$ cat src/rtl/tpu_c_drain_pkg.sv
// Shared definitions for the C-buffer drain: lane count, FSM encoding and
// the order in which the 32-bit lanes of a C word are emitted.
package tpu_c_drain_pkg;

  localparam int LANES = 4;

  typedef enum logic [2:0] {
    ST_IDLE,
    ST_READ,
    ST_WAIT,
    ST_SEND,
    ST_FIN
  } drain_state_t;

  // Lane 0 is the most significant element of a C word.
  function automatic int lane_lsb(input int lane, input int data_bits);
    return (LANES - 1 - lane) * data_bits;
  endfunction

endpackage

$ cat src/rtl/tpu_c_drain_if.sv
// Result stream from the drain towards the host/DMA side (valid/ready).
interface tpu_c_drain_if #(
  parameter int DATA_BITS = 32
);
  logic                 out_valid;
  logic                 out_ready;
  logic [DATA_BITS-1:0] out_data;
  logic                 out_last;

  modport master (output out_valid, output out_data, output out_last, input out_ready);
  modport slave  (input out_valid, input out_data, input out_last, output out_ready);
endinterface

$ cat src/rtl/tpu_c_drain_serializer.sv
// Holds one C word and emits its lanes, most significant first, on the
// valid/ready stream; the lane index only advances on an accepted transfer.
module tpu_word_serializer
  import tpu_c_drain_pkg::*;
#(
  parameter int DATA_BITS  = 32,
  parameter int DATAC_BITS = 128
) (
  input  logic                  clk,
  input  logic                  rst_n,
  input  logic                  load,
  input  logic                  active,
  input  logic                  last_word,
  input  logic [DATAC_BITS-1:0] word,
  output logic                  lane_done,
  tpu_c_drain_if.master         out
);

  localparam int LANE_W = $clog2(LANES);

  logic [DATAC_BITS-1:0] hold;
  logic [LANE_W-1:0]     lane;
  logic                  lane_end;

  always_ff @(posedge clk or negedge rst_n) begin
    if (!rst_n) begin
      hold <= '0;
      lane <= '0;
    end else if (load) begin
      hold <= word;
      lane <= '0;
    end else if (active && out.out_ready) begin
      lane <= lane + LANE_W'(1);
    end
  end

  assign lane_end = (lane == LANE_W'(LANES - 1));

  always_comb begin
    out.out_valid = active;
    out.out_data  = DATA_BITS'(hold >> lane_lsb(int'(lane), DATA_BITS));
    out.out_last  = active && lane_end && last_word;
    lane_done     = active && out.out_ready && lane_end;
  end

endmodule

$ cat src/rtl/tpu_c_drain.sv
// Drains the C global buffer after a TPU job: reads M*ceil(N/4) words in
// linear order and hands each to the serializer as four 32-bit results.
module tpu_c_drain
  import tpu_c_drain_pkg::*;
#(
  parameter int ADDR_BITS  = 16,
  parameter int DATA_BITS  = 32,
  parameter int DATAC_BITS = 128
) (
  input  logic                  clk,
  input  logic                  rst_n,
  input  logic                  start,
  input  logic [7:0]            M,
  input  logic [7:0]            N,
  output logic                  drain_busy,
  output logic                  done,
  output logic [ADDR_BITS-1:0]  C_index,
  input  logic [DATAC_BITS-1:0] C_data_out,
  tpu_c_drain_if.master         out
);

  drain_state_t state, state_next;

  logic [15:0] total;
  logic [15:0] word_cnt;
  logic [15:0] start_total;
  logic [6:0]  blk;
  logic        lane_done;
  logic        last_word;
  logic        load;
  logic        active;

  // Column blocks per row round N up to whole 4-lane words.
  assign blk         = 7'((9'(N) + 9'd3) >> 2);
  assign start_total = 16'(M) * 16'(blk);
  assign last_word   = (word_cnt + 16'd1 == total);

  always_ff @(posedge clk or negedge rst_n) begin
    if (!rst_n) begin
      state    <= ST_IDLE;
      total    <= '0;
      word_cnt <= '0;
      C_index  <= '0;
    end else begin
      state <= state_next;
      if (state == ST_IDLE && start) begin
        total    <= start_total;
        word_cnt <= '0;
        C_index  <= '0;
      end else if (lane_done) begin
        word_cnt <= word_cnt + 16'd1;
        if (!last_word) C_index <= ADDR_BITS'(word_cnt + 16'd1);
      end
    end
  end

  always_comb begin
    state_next = state;
    drain_busy = 1'b1;
    done       = 1'b0;
    load       = 1'b0;
    active     = 1'b0;
    unique case (state)
      ST_IDLE: begin
        drain_busy = 1'b0;
        if (start) state_next = (start_total == 16'd0) ? ST_FIN : ST_READ;
      end
      ST_READ: state_next = ST_WAIT;
      ST_WAIT: begin
        load       = 1'b1;
        state_next = ST_SEND;
      end
      ST_SEND: begin
        active = 1'b1;
        if (lane_done) state_next = last_word ? ST_FIN : ST_READ;
      end
      ST_FIN: begin
        done       = 1'b1;
        state_next = ST_IDLE;
      end
      default: state_next = ST_IDLE;
    endcase
  end

  tpu_word_serializer #(
    .DATA_BITS (DATA_BITS),
    .DATAC_BITS(DATAC_BITS)
  ) u_ser (
    .clk      (clk),
    .rst_n    (rst_n),
    .load     (load),
    .active   (active),
    .last_word(last_word),
    .word     (C_data_out),
    .lane_done(lane_done),
    .out      (out)
  );

endmodule

$ cat src/flat_wrapper.sv
// flat-port wrapper written by rule: the top's interface ports become plain ports
module tpu_c_drain_flat import tpu_c_drain_pkg::*;
#(
  parameter int ADDR_BITS  = 16,
  parameter int DATA_BITS  = 32,
  parameter int DATAC_BITS = 128
)
  (clk, rst_n, start, M, N, drain_busy, done, C_index, C_data_out, out_out_valid, out_out_data, out_out_last, out_out_ready);
  tpu_c_drain_if #(.DATA_BITS(DATA_BITS)) out_i ();
  input  logic clk;
  input  logic rst_n;
  input  logic start;
  input  logic [7:0] M;
  input  logic [7:0] N;
  output logic drain_busy;
  output logic done;
  output logic [ADDR_BITS-1:0] C_index;
  input  logic [DATAC_BITS-1:0] C_data_out;
  output wire logic [$bits(out_i.out_valid)-1:0] out_out_valid;
  output wire logic [$bits(out_i.out_data)-1:0] out_out_data;
  output wire logic [$bits(out_i.out_last)-1:0] out_out_last;
  input wire logic [$bits(out_i.out_ready)-1:0] out_out_ready;
  assign out_out_valid = out_i.out_valid;
  assign out_out_data = out_i.out_data;
  assign out_out_last = out_i.out_last;
  assign out_i.out_ready = out_out_ready;
  tpu_c_drain #(.ADDR_BITS(ADDR_BITS), .DATA_BITS(DATA_BITS), .DATAC_BITS(DATAC_BITS)) u_core (.clk(clk), .rst_n(rst_n), .start(start), .M(M), .N(N), .drain_busy(drain_busy), .done(done), .C_index(C_index), .C_data_out(C_data_out), .out(out_i));
endmodule
$ cat config.mk
export PLATFORM = sky130hd
export DESIGN_NAME = tpu_c_drain_flat
export DESIGN_NICKNAME = d
export VERILOG_FILES = /design/src/rtl/tpu_c_drain_pkg.sv /design/src/rtl/tpu_c_drain_if.sv /design/src/rtl/tpu_c_drain_serializer.sv /design/src/rtl/tpu_c_drain.sv /design/src/flat_wrapper.sv
export SDC_FILE = /design/constraint.sdc
export NUM_CORES = 1
export LEC_CHECK = 0
export CORE_UTILIZATION = 45
export DETAILED_ROUTE_END_ITERATION = 10
export PLACE_DENSITY = 0.7
export SLEW_MARGIN = 20
export SYNTH_ARGS = -nofsm -noshare
export SYNTH_HDL_FRONTEND = slang
export SYNTH_SLANG_ARGS = --single-unit
$ cat constraint.sdc
create_clock -name clk -period 5.8 [get_ports clk]
set_clock_uncertainty 0.1 [all_clocks]
set_input_delay 0.58 -clock clk [delete_from_list [all_inputs] [get_ports clk]]
set_output_delay 0.58 -clock clk [all_outputs]
set_load 0.01 [all_outputs]
# After elaboration in Yosys (flattened, before gate mapping)
# Cells that the tools add are included.
[word_totals] register_bits=180 in_bits=148 output_inout_bits=52 wordCells=48
[op_classes] addsub=4 multipliers=1 n_eq_ne=9 shifts=1 muxes=16 n_reduce_logical=11
[op_table] cell="$shr 128x32->32" n=1
[op_table] cell="$mux 16" n=5
[op_table] cell="$add 16x1->16 const B" n=1
[op_table] cell="$eq 16x15->1" n=1
[op_table] cell="$logic_not 16->1" n=1
[op_table] cell="$mul 8x7->15" n=1
[op_table] cell="$mux 3" n=4
[op_table] cell="$pmux 3 s4" n=1
[op_table] cell="$add 8x2->9 const B" n=1
[op_table] cell="$eq 3x2->1 const B" n=2
[op_table] cell="$logic_and 1x1->1" n=5
[op_table] cell="$mux 1" n=4
[op_table] cell="$mux 2" n=2
[op_table] cell="$ne 2x2->1 const B" n=2
[op_table] cell="$reduce_and 2->1" n=2
[op_table] cell="$reduce_bool 2->1" n=2
[op_table] cell="$eq 3x1->1 const B" n=1
[op_table] cell="$eq 3x3->1 const B" n=1
[op_table] cell="$logic_not 3->1" n=1
[op_table] cell="$sub 2x2->3 const A" n=1
[op_table] cell="$add 2x1->2 const B" n=1
[op_table] cell="$eq 2x2->1 const B" n=1
[op_table] cell="$ne 2x1->1 const B" n=1

# Longest topological paths before layout
[logic_depth] ltp_word=6 ltp_mapped=22 ltp_nobuf=22

# Cells and area by module
# From an unflattened synthesis, not the netlist that was laid out.
[hier_totals] hier_cells=894 area_unflattened_um2=10824.1
[modules_own_cells] module="tpu_word_serializer" n_inst=1 cells_per_inst=322 area_each_um2=5685.5 seq_area_each_um2=3253.1
[modules_own_cells] module="tpu_c_drain" n_inst=1 cells_per_inst=572 area_each_um2=5138.7 seq_area_each_um2=1251.2

# Worst setup path after synthesis
# OpenSTA, ideal clock, no wires.
[synth_path] path_type="input to register" start="input N[0]" end="register u_core.state[0]" setup_ns=0.129 arrival_time_ns=5.365 t_required_ns=5.571 path_slack_ns=0.207 cell_stages=21 n_path_buf=0 path_cell_list="o21a_1 nand3_1 nor2_1 nand2_1 xnor2_1 nand2_1 fa_1 fa_1 inv_1 fa_1 inv_1 fa_1 inv_1 ha_1 o21ai_0 o21ai_0 a21o_1 a2111oi_0 nand4_1 and4b_1 o21ai_0"
[synth_via] elab_chain_cells=6
[synth_rtl] element="start, declared" line="flat_wrapper.sv:14" text="input logic [7:0] N;"
[synth_rtl] element="$add 8x2->9" line="tpu_c_drain.sv:34" text="assign blk = 7'((9'(N) + 9'd3) >> 2);"
[synth_rtl] element="$mul 8x7->15" line="tpu_c_drain.sv:35" text="assign start_total = 16'(M) * 16'(blk);"
[synth_rtl] element="$logic_not 16->1" line="tpu_c_drain.sv:66" text="if (start) state_next = (start_total == 16'd0) ? ST_FIN : ST_READ;"
[synth_rtl] element="$mux 3 (2 in series)" line="tpu_c_drain.sv:66"
[synth_rtl] element="$pmux 3 s4" line="tpu_c_drain.sv:63" text="unique case (state)"
[synth_rtl] element="end signal, assigned" line="tpu_c_drain.sv:45" text="state <= state_next;"
[synth_rtl] element="end, declared" line="tpu_c_drain.sv:22" text="drain_state_t state, state_next;"
# No other way between the ends. The select of a mux whose other input is x is not followed.
# A chain may end at the register's enable or synchronous reset.

# Worst setup path in the final report
[layout_path] start="input N[1]" end="register u_core.state[0]"
# Same word-level chain as after synthesis.

==> flow_summary.ini <==
[global_routing]
grt_max_degree = 131
via_count_of_the_first_global_routing_pass = 7543
grt_pass1_wl_um = 41400
grt_antenna_before_repair = 3
track_usage_pct = 22.5
grt.overflow.total = 0

[pwr]
netSwitchingFraction_pct = 33.7
leakagePower_uw = 0.00570
combPwrFrac_pct = 50.8
p_switching_uw = 2270
cellPowerDensity_nw_per_um2 = 496
sequential_share_of_power_pct = 32.1
power_uw = 6720
share_clk_of_total_power_pct = 17.1
internal_power_uw = 4450
ir_worst_vdd_mv = 0.206

[synthesis]
ys_warn_count = 0
yosys_register_bits = 180
synth-edff-count = 0
synth_top_family_by_area = multiplexers
yosys.area_share.adder_pct = 9.91
synth_area_in_simple_gates_pct = 10.8
synth_largest_type_area_fraction_pct = 43.8
async_reset_ff_share_pct = 100
synth_compound_gate_area_share_pct = 5.89
synth_top_cells_by_area = sky130_fd_sc_hd__dfrtp_1, sky130_fd_sc_hd__mux2_2, sky130_fd_sc_hd__mux4_2
synth_mux_area_share_pct = 21.4
yosys.area_share.xor_xnor_pct = 4.88
synthDistinctLibCells = 56
synth_largest_area_cell = sky130_fd_sc_hd__dfrtp_1
avgSynthCellArea_sq_um = 12.1
yosysSeqAreaShare_pct = 43.8
syn_area_sq_um = 10300
mappedNetlistNets = 1060
synth_flop_cell = sky130_fd_sc_hd__dfrtp_1
synthCells = 848

[final_layout]
synthToLayoutAreaGrowth_pct = 31.6
final_net_count = 1281
mostFrequentLayoutCells = sky130_fd_sc_hd__clkdlybuf4s50_1, sky130_fd_sc_hd__dfrtp_1, sky130_fd_sc_hd__mux2_2
fillerInstances = 1776
layout_commonest_cell = sky130_fd_sc_hd__clkdlybuf4s50_1
stdcell_area_sq_um = 13500
drive_above_1_share_pct = 25.2
finalCoreUtilization_pct = 61.2

[setup_path]
critPathCaptureType = register
critPathArrivalTime_ps = 5750
worst_ep_required_time_ps = 6010
critPathMostFrequentCell = sky130_fd_sc_hd__fa_1
worst_path_max_fanout = 5
max_incr_delay_on_cp_ps = 550
crit_path_top_delay_cell = sky130_fd_sc_hd__fa_1
worst_setup_path_start_kind = primary input
critical_path_class = in -> reg
worstPathCellList = clkdlybuf4s50_1 -> o21a_1 -> nand3_2 -> nor2_4 -> nand2_2 -> xnor2_2 -> nand2_1 -> fa_1 -> fa_1 -> inv_1 -> fa_1 -> inv_1 -> fa_1 -> inv_1 -> ha_4 -> o21ai_2 -> o211ai_1 -> nand2_1 -> o31ai_2 -> xnor2_1 -> and4b_1 -> o21ai_1

[drt]
first_pass_iters = 5
detail_route.vias_per_cell = 5.41
detailroute.via_count = 7386
wl_per_cell_um = 18.7
remaining_drc_errors = 0
drt_iter0_drc = 483
routed_wire_length_um = 25500
ant_nets = 0

[cts]
cts_tree = yes
largest_buffer_count_on_any_clock_path = 2
clock_pin_slew_of_the_registers_on_the_worst_case_setup_and_hold_paths_ps = 70
worstSkewPairLatency_ps = 430
ctsHtreeMaxLevel = 4
cts_root_buf = sky130_fd_sc_hd__clkbuf_16
cts.sinks = 180
post_cts_hold_buffer_count = 0
tritoncts_buffer_count = 17

[job]
maxCapViolations = 0

[die]
floorplan.io_pins = 200
initial_core_util_pct = 46.5
rows = 54
dieWidth_um = 153
fp.dieArea_sq_um = 23500
core_region_area_sq_um = 22100
chipHeight_um = 153

[sta]
fin_tns_setup_ps = 0
finalSetupViolCount = 0
min_period_over_period_pct = 95.5
timing_worst_slew_pin_value_ps = 1020
max_clock_freq_mhz = 181
maxSlewHeadroom_pct = 31.7
final-max-slew-violation-count = 0
min_period_ps = 5540
final_hold_viol_count = 0

[status]
status = complete, no violations

[place]
dp_hpwl_um = 18900
place.port_buffers = 199
post_dp_cell_area_sq_um = 12800
routabilityCongestion = 0.861

[min_path]
worst_hold_path_type = in -> async
metrics by stage:
stage	setup WS, ps	std cells	hold WS (ps)
4_1_cts	28.0	1359	42.7
5_1_grt	-15.4	1364	54.7
3_5_place_dp	-567	1327	390
6_report	262	1365	8.68
2_1_floorplan	207	848	184
3_3_place_gp	-336	1327	383
path summary, 6_finish.rpt:
path	start	to	slack [ps]	depth (start not counted)
worst min register to register	u_core.u_ser.hold[71]$_DFFE_PN0P_	u_core.u_ser.hold[71]$_DFFE_PN0P_	400	1
worst min-delay path	rst_n	u_core.u_ser.hold[118]$_DFFE_PN0P_	9	1
worst max-delay path	N[1]	u_core.state[0]$_DFFE_PN0P_	260	22
max in group asynchronous	rst_n	u_core.u_ser.lane[0]$_DFFE_PN0P_	4300	2
min in group clk	u_core.u_ser.hold[71]$_DFFE_PN0P_	u_core.u_ser.hold[71]$_DFFE_PN0P_	400	1
worst max register to register	u_core.word_cnt[2]$_DFFE_PN0P_	u_core.C_index[2]$_DFFE_PN0P_	2380	7
flip-flops by register name (all words and copies together), names as in the netlist:
| name | cells |
|---|---|
| u_core.u_ser.hold | 128 |
| u_core.u_ser.lane | 2 |
| u_core.total | 15 |
| u_core.word_cnt | 16 |
| u_core.state | 3 |
| u_core.C_index | 16 |
logic make-up (layout without fill, tap and decap cells):
group,Yosys count,count (layout)
mux,164,164
xor+xnor,51,51
other cells,0,3
compound gates,95,95
buf+inv,84,318
flops,180,180
fa+ha+maj,64,64
simple gates,210,210
synth_stat cells, types with 4 or more instances:
cell type / instances
sky130_fd_sc_hd__dfrtp_1: 180
sky130_fd_sc_hd__mux2_2: 129
sky130_fd_sc_hd__nand2_1: 64
sky130_fd_sc_hd__inv_1: 38
sky130_fd_sc_hd__ha_1: 35
sky130_fd_sc_hd__mux4_2: 32
sky130_fd_sc_hd__clkbuf_1: 30
sky130_fd_sc_hd__a21oi_1: 29
sky130_fd_sc_hd__fa_1: 29
sky130_fd_sc_hd__xnor2_1: 28
sky130_fd_sc_hd__nor2_1: 27
sky130_fd_sc_hd__nor2b_1: 24
sky130_fd_sc_hd__o21ai_0: 24
sky130_fd_sc_hd__and2_1: 20
sky130_fd_sc_hd__nand3_1: 19
sky130_fd_sc_hd__xor2_1: 19
sky130_fd_sc_hd__a211oi_1: 17
sky130_fd_sc_hd__nor3_1: 11
sky130_fd_sc_hd__or3_1: 10
sky130_fd_sc_hd__nand4_1: 9
sky130_fd_sc_hd__buf_2: 8
sky130_fd_sc_hd__buf_1: 7
sky130_fd_sc_hd__and3_1: 6
sky130_fd_sc_hd__o211ai_1: 4
sky130_fd_sc_hd__xnor3_1: 4
power groups by stage:
| stage | Combinational [uW] | Clock (uW) | Sequential (uW) |
|---|---|---|---|
| finish | 3410 | 1150 | 2160 |
| floorplan | 2100 | 0 | 2070 |
| CTS | 3350 | 1170 | 2160 |
| detailed placement | 3340 | 0 | 2190 |
| global placement | 3280 | 0 | 2150 |
| global route | 3690 | 1230 | 2230 |
layer usage:
metal	vias up	track usage, %	share of wire, %
met5	-	0	0
met4	0	5.96	1.3
met3	20	4.03	5.5
met2	234	35.9	48
met1	3653	31.5	46
li1	3479	-	-
area by class of cell:
class                   instances  area, sq um  share of cell area, %
inverters                      38          143                   1.05
clock buffers                  17          425                   3.14
repair buffers                248         2370                   17.5
well taps                     280          350                   2.59
diodes                          3         7.51                 0.0555
clock inverters                15          165                   1.22
flip-flops and latches        180         4510                   33.3
multi-input cells             584         5560                   41.1
critical path: cells and delay by family:
family          cells  cell delay, ps
xor+xnor            2             380
fa+ha+maj           5            2370
buf+inv             4             660
simple gates        6             850
compound gates      5             890
timing repair:
item,in CTS,in global routing
resized for setup,4,22
buffers inserted,0,3
endpoints found under the setup margin,2,5
pin swaps,0,16
No activity file was read; power rests on OpenSTA's default activity.
